`src/rtl/fixed_point_l1_acc_pkg.sv`:
```
// Shared fixed-point definitions: FSM state encodings and the max-positive constant helper.
package fixed_point_l1_acc_pkg;

    typedef enum logic [1:0] {
        IDLE  = 2'd0,
        ACCUM = 2'd1,
        HOLD  = 2'd2
    } state_e;

    // Largest positive value of a signed two's-complement word of the given width.
    function automatic longint unsigned max_pos(input int unsigned width);
        return (64'd1 << (width - 1)) - 64'd1;
    endfunction

endpackage

```
`src/rtl/fixed_point_sat_add.sv`:
```
// Accumulator adder for non-negative increments; FIXED_POINT_L1_ACC_SAT_EN selects
// clamp-to-max-positive instead of modulo wrap.
module fixed_point_sat_add
    import fixed_point_l1_acc_pkg::*;
#(
    parameter int unsigned ACC_WIDTH = 16
) (
    input  logic [ACC_WIDTH-1:0] a,
    input  logic [ACC_WIDTH-1:0] b,
    output logic [ACC_WIDTH-1:0] sum,
    output logic                 ovf
);

`ifdef FIXED_POINT_L1_ACC_SAT_EN
    localparam logic [ACC_WIDTH-1:0] MAX_POS = ACC_WIDTH'(max_pos(ACC_WIDTH));
`endif

    logic [ACC_WIDTH-1:0] raw;

    always_comb begin
        raw = a + b;
        // Two non-negative operands producing a negative result crossed max-positive.
        ovf = ~a[ACC_WIDTH-1] & ~b[ACC_WIDTH-1] & raw[ACC_WIDTH-1];
`ifdef FIXED_POINT_L1_ACC_SAT_EN
        sum = ovf ? MAX_POS : raw;
`else
        sum = raw;
`endif
    end

endmodule

```
`src/rtl/fixed_point_l1_acc.sv`:
```
// Block L1 accumulator: sums LENGTH magnitude samples and holds the result until accepted.
// Optional FIXED_POINT_L1_ACC_SAT_EN makes the sum saturate instead of wrapping.
module fixed_point_l1_acc
    import fixed_point_l1_acc_pkg::*;
#(
    parameter int unsigned WIDTH     = 8,
    parameter int unsigned FRAC_BITS = 3,
    parameter int unsigned ACC_WIDTH = 16,
    parameter int unsigned LEN_WIDTH = 8
) (
    input  logic                 CLK,
    input  logic                 RST,
    input  logic                 START,
    input  logic [LEN_WIDTH-1:0] LENGTH,
    input  logic [WIDTH-1:0]     VALUE_IN,
    input  logic                 VALID_IN,
    input  logic                 OVERFLOW_IN,
    output logic [ACC_WIDTH-1:0] SUM_OUT,
    output logic                 SUM_VALID,
    input  logic                 SUM_READY,
    output logic                 OVERFLOW_OUT,
    output logic                 BUSY
);

    if (ACC_WIDTH <= WIDTH || FRAC_BITS > WIDTH) begin : g_bad_params
        $error("fixed_point_l1_acc: need ACC_WIDTH > WIDTH and FRAC_BITS <= WIDTH");
    end

    state_e                 state_q, state_d;
    logic [ACC_WIDTH-1:0]   acc_q, acc_d;
    logic [LEN_WIDTH-1:0]   cnt_q, cnt_d;
    logic [LEN_WIDTH-1:0]   len_q, len_d;
    logic                   ovf_q, ovf_d;
    logic [ACC_WIDTH-1:0]   sample_ext;
    logic [ACC_WIDTH-1:0]   add_sum;
    logic                   add_ovf;

    // Samples are unsigned magnitudes, so 0x80 contributes +128 LSBs.
    assign sample_ext = {{(ACC_WIDTH - WIDTH){1'b0}}, VALUE_IN};

    fixed_point_sat_add #(
        .ACC_WIDTH(ACC_WIDTH)
    ) u_add (
        .a  (acc_q),
        .b  (sample_ext),
        .sum(add_sum),
        .ovf(add_ovf)
    );

    always_comb begin
        state_d = state_q;
        acc_d   = acc_q;
        cnt_d   = cnt_q;
        len_d   = len_q;
        ovf_d   = ovf_q;
        unique case (state_q)
            IDLE: begin
                if (START) begin
                    acc_d   = '0;
                    cnt_d   = '0;
                    ovf_d   = 1'b0;
                    len_d   = LENGTH;
                    state_d = (LENGTH == '0) ? HOLD : ACCUM;
                end
            end
            ACCUM: begin
                if (VALID_IN) begin
                    acc_d = add_sum;
                    ovf_d = ovf_q | OVERFLOW_IN | add_ovf;
                    cnt_d = cnt_q + LEN_WIDTH'(1);
                    if (cnt_d == len_q) begin
                        state_d = HOLD;
                    end
                end
            end
            HOLD: begin
                if (SUM_READY) begin
                    state_d = IDLE;
                end
            end
            default: state_d = IDLE;
        endcase
    end

    always_ff @(posedge CLK or posedge RST) begin
        if (RST) begin
            state_q <= IDLE;
            acc_q   <= '0;
            cnt_q   <= '0;
            len_q   <= '0;
            ovf_q   <= 1'b0;
        end else begin
            state_q <= state_d;
            acc_q   <= acc_d;
            cnt_q   <= cnt_d;
            len_q   <= len_d;
            ovf_q   <= ovf_d;
        end
    end

    assign SUM_OUT      = acc_q;
    assign SUM_VALID    = (state_q == HOLD);
    assign OVERFLOW_OUT = ovf_q;
    assign BUSY         = (state_q == ACCUM) || (state_q == HOLD);

endmodule

```
`config.mk`:
```
export PLATFORM = sky130hd
export DESIGN_NAME = fixed_point_l1_acc
export DESIGN_NICKNAME = d
export VERILOG_FILES = /design/src/rtl/fixed_point_l1_acc_pkg.sv /design/src/rtl/fixed_point_sat_add.sv /design/src/rtl/fixed_point_l1_acc.sv
export SDC_FILE = /design/constraint.sdc
export NUM_CORES = 1
export LEC_CHECK = 0
export CORE_UTILIZATION = 47
export DETAILED_ROUTE_END_ITERATION = 6
export PLACE_DENSITY = 0.74
export SLEW_MARGIN = 20
export SYNTH_ARGS = -nofsm -noshare
export SYNTH_HDL_FRONTEND = slang
export SYNTH_SLANG_ARGS = --single-unit
```
`constraint.sdc`:
```
create_clock -name CLK -period 2.1 [get_ports CLK]
set_input_delay 0.525 -clock CLK [delete_from_list [all_inputs] [get_ports CLK]]
set_output_delay 0.525 -clock CLK [all_outputs]
set_load 0.02 [all_outputs]
```
==> flow_summary.json <==
{
  "outcome": "finished, violations left",
  "violations": "negative setup slack",
  "cts_buffers": 5,
  "fin_crit_sh": 1.02,
  "viasPerCell": 5.43,
  "startpoint_type": "input pin",
  "wirelength_um": 5150,
  "async_reset_ff_frac": 1.00,
  "die_x_um": 70.4,
  "via_count": 1950,
  "setup_slack_ns": -0.0522,
  "grt_pass1_vias": 1841,
  "post-place-ws_ns": -0.582,
  "drv_slew": 0,
  "antenna_left": 0,
  "hp-class": "flip-flop to flip-flop",
  "ys_seq_area_frac": 0.398,
  "die_h_um": 70.4,
  "top_level_ports": 41,
  "drive_gt1_frac": 0.277,
  "fin_crit_ns": 2.15,
  "initial_core_util": 0.499,
  "area_growth_pct": 41.7,
  "hold_viol_final": 0,
  "antenna_cells": 0,
  "clock_path_buffers": 2,
  "firstDrtPassIters": 4,
  "arrival_ns": 2.31,
  "worstPathRequired_ns": 2.26,
  "yosys-top-cells-area": "dfrtp_1, ha_1, xnor2_1",
  "dr.first_iter.drc_count": 109,
  "cts-root-buf": "clkbuf_8",
  "syn_inst": 232,
  "tritoncts": "yes",
  "syn_nets": 268,
  "utilization": 0.707,
  "grt_max_degree": 36,
  "most-common-layout-cells": "dfrtp_1, buf_4, clkdlybuf4s50_1, nand2_1, o21ai_0",
  "rsz0062_at_grt": "true",
  "tightest_slew_ns": 0.453,
  "final-setup-viol-count": 1,
  "fmax_ghz": 0.465,
  "grt_pass1_wl_um": 8220,
  "max_cap_viol_count": 0,
  "skew_ns": 0.00713,
  "yosysWarningCount": 0,
  "clock-sinks": 35,
  "wl_per_cell_um": 14.3,
  "io_buffers": 40,
  "core_um2": 4410,
  "worstSkewPairLatency_ns": 0.28,
  "grt.overflow.total": 0,
  "die_area_um2": 4960,
  "path_class": "input pin to flip-flop",
  "slew-limit-headroom": 0.698,
  "cp-end-kind": "flip-flop",
  "ys.flop_type": "dfrtp_1",
  "p_per_area_nw_per_um2": 1090,
  "synth_top_cell_area_share": 0.398,
  "clk_pin_slew_ns": 0.06,
  "dp_hpwl_um": 3530,
  "place_congestion": 0.823,
  "antenna_found_initial": 0,
  "drc_errors": 0,
  "nets": 343,
  "num_rows": 24,
  "grtUsageTotal": 0.210,
  "synth.distinct_cells": 47,
  "p_leak_nw": 1.38,
  "yosys.area.top_type": "dfrtp_1",
  "ys_ff_latch": 35,
  "synth_area_um2": 2200,
  "cp_max_fo": 4,
  "syn-mean-instance-area_um2": 9.49,
  "h-tree-depth": 2,
  "synth-edff-count": 0,
  "vdd.ir_drop.worst_mv": 0.595
}
==> stage by stage <==
stage | setup TNS, ns | hold slack, ns | area (um^2) | instances | total power, mW
after floorplan | -0.000261 | 0.472 | 2200 | 232 | 2.07
after global placement | -5.75 | 0.487 | 2830 | 343 | 2.72
after detailed placement | -5.96 | 0.492 | 2830 | 343 | 2.76
after CTS | -0.0178 | 0.507 | 3030 | 353 | 3.35
after global routing | -0.340 | 0.537 | 3120 | 359 | 3.66
final | -0.0522 | 0.508 | 3120 | 359 | 3.41
==> kinds of logic after synthesis <==
| kind of cell | after synthesis | synth area share |
|---|---|---|
| compound gates | 64 | 0.186 |
| xor+xnor | 18 | 0.0716 |
| fa+ha+maj | 14 | 0.0830 |
| buf+inv | 23 | 0.0495 |
| flops | 35 | 0.398 |
| mux | 9 | 0.0455 |
| simple gates | 69 | 0.166 |
==> report_power, final <==
| group | switching (mW) | internal, mW |
|---|---|---|
| Clock | 0.224 | 0.257 |
| Combinational | 0.930 | 0.984 |
| Sequential | 0.155 | 0.859 |
==> critical path, stage by stage <==
cell	delay (ns)
dlygate4sd2_1	0.26
ha_4	0.23
nor2b_2	0.16
o21ai_2	0.16
a21boi_2	0.10
buf_4	0.14
o21a_1	0.17
or3_1	0.32
a32o_1	0.26
==> cell type report <==
| cell class | count | area, um^2 |
|---|---|---|
| clock buffer | 6 | 82.6 |
| clock inverter | 1 | 5.00 |
| multi-input combinational | 174 | 1360 |
| sequential | 35 | 876 |
| timing repair buffer | 76 | 671 |
| tap | 52 | 65.1 |
| fill | 343 | 1290 |
| inverter | 15 | 56.3 |
==> sequential cells by signal, indices dropped and copies added, names as in the netlist <==
register,cells
cnt_q,8
state_q,2
len_q,8
OVERFLOW_OUT,1
SUM_OUT,16
==> cells in the mapped netlist (2+ instances only) <==
library cell  number
o21a_1             2
xor2_1             7
nand4_1            2
a21boi_1           2
a21oi_1           14
ha_1              13
nand3_1            5
o31ai_1            6
or3_1              4
nand2b_1           6
clkbuf_1           4
dfrtp_1           35
mux2_2             8
a32o_1             2
o21ai_1            2
nor3_1             2
inv_1             15
nand2_1           22
a211o_1            2
a21o_1             3
a22o_1             2
nor4_1             2
nor2b_1            3
a211oi_1           2
nor2_1            14
a31oi_1            3
o211ai_1           2
o21ai_0           19
xnor2_1           11
==> final timing paths <==
check | startpoint | end | slack (ns) | depth (start not counted)
max in group asynchronous | RST | SUM_OUT[3] | 1.13 | 3
hold / removal | OVERFLOW_OUT | OVERFLOW_OUT | 0.51 | 2
min in group asynchronous | RST | SUM_OUT[10] | 0.64 | 3
hold reg to reg | OVERFLOW_OUT | OVERFLOW_OUT | 0.51 | 2
setup / recovery | VALUE_IN[2] | SUM_OUT[6] | -0.05 | 9
setup reg to reg | SUM_OUT[0] | SUM_OUT[6] | -0.02 | 10
==> per-layer routing <==
| layer | up-vias | GRT usage | part of all wire |
|---|---|---|---|
| li1 | 966 | - | - |
| met1 | 938 | 0.252 | 0.43 |
| met2 | 40 | 0.389 | 0.52 |
| met3 | 6 | 0.0390 | 0.036 |
| met4 | 0 | 0.0400 | 0.013 |
| met5 | - | 0 | 0 |
==> repair_timing <==
item / CTS / global route
cloned: 0 / 0
pin swaps: 15 / 19
hold buffers: 0 / 0
buffers inserted: 3 / 6
endpoints found under the setup margin: 12 / 8
resized for setup: 27 / 13
(Power assumes the default switching activity.)
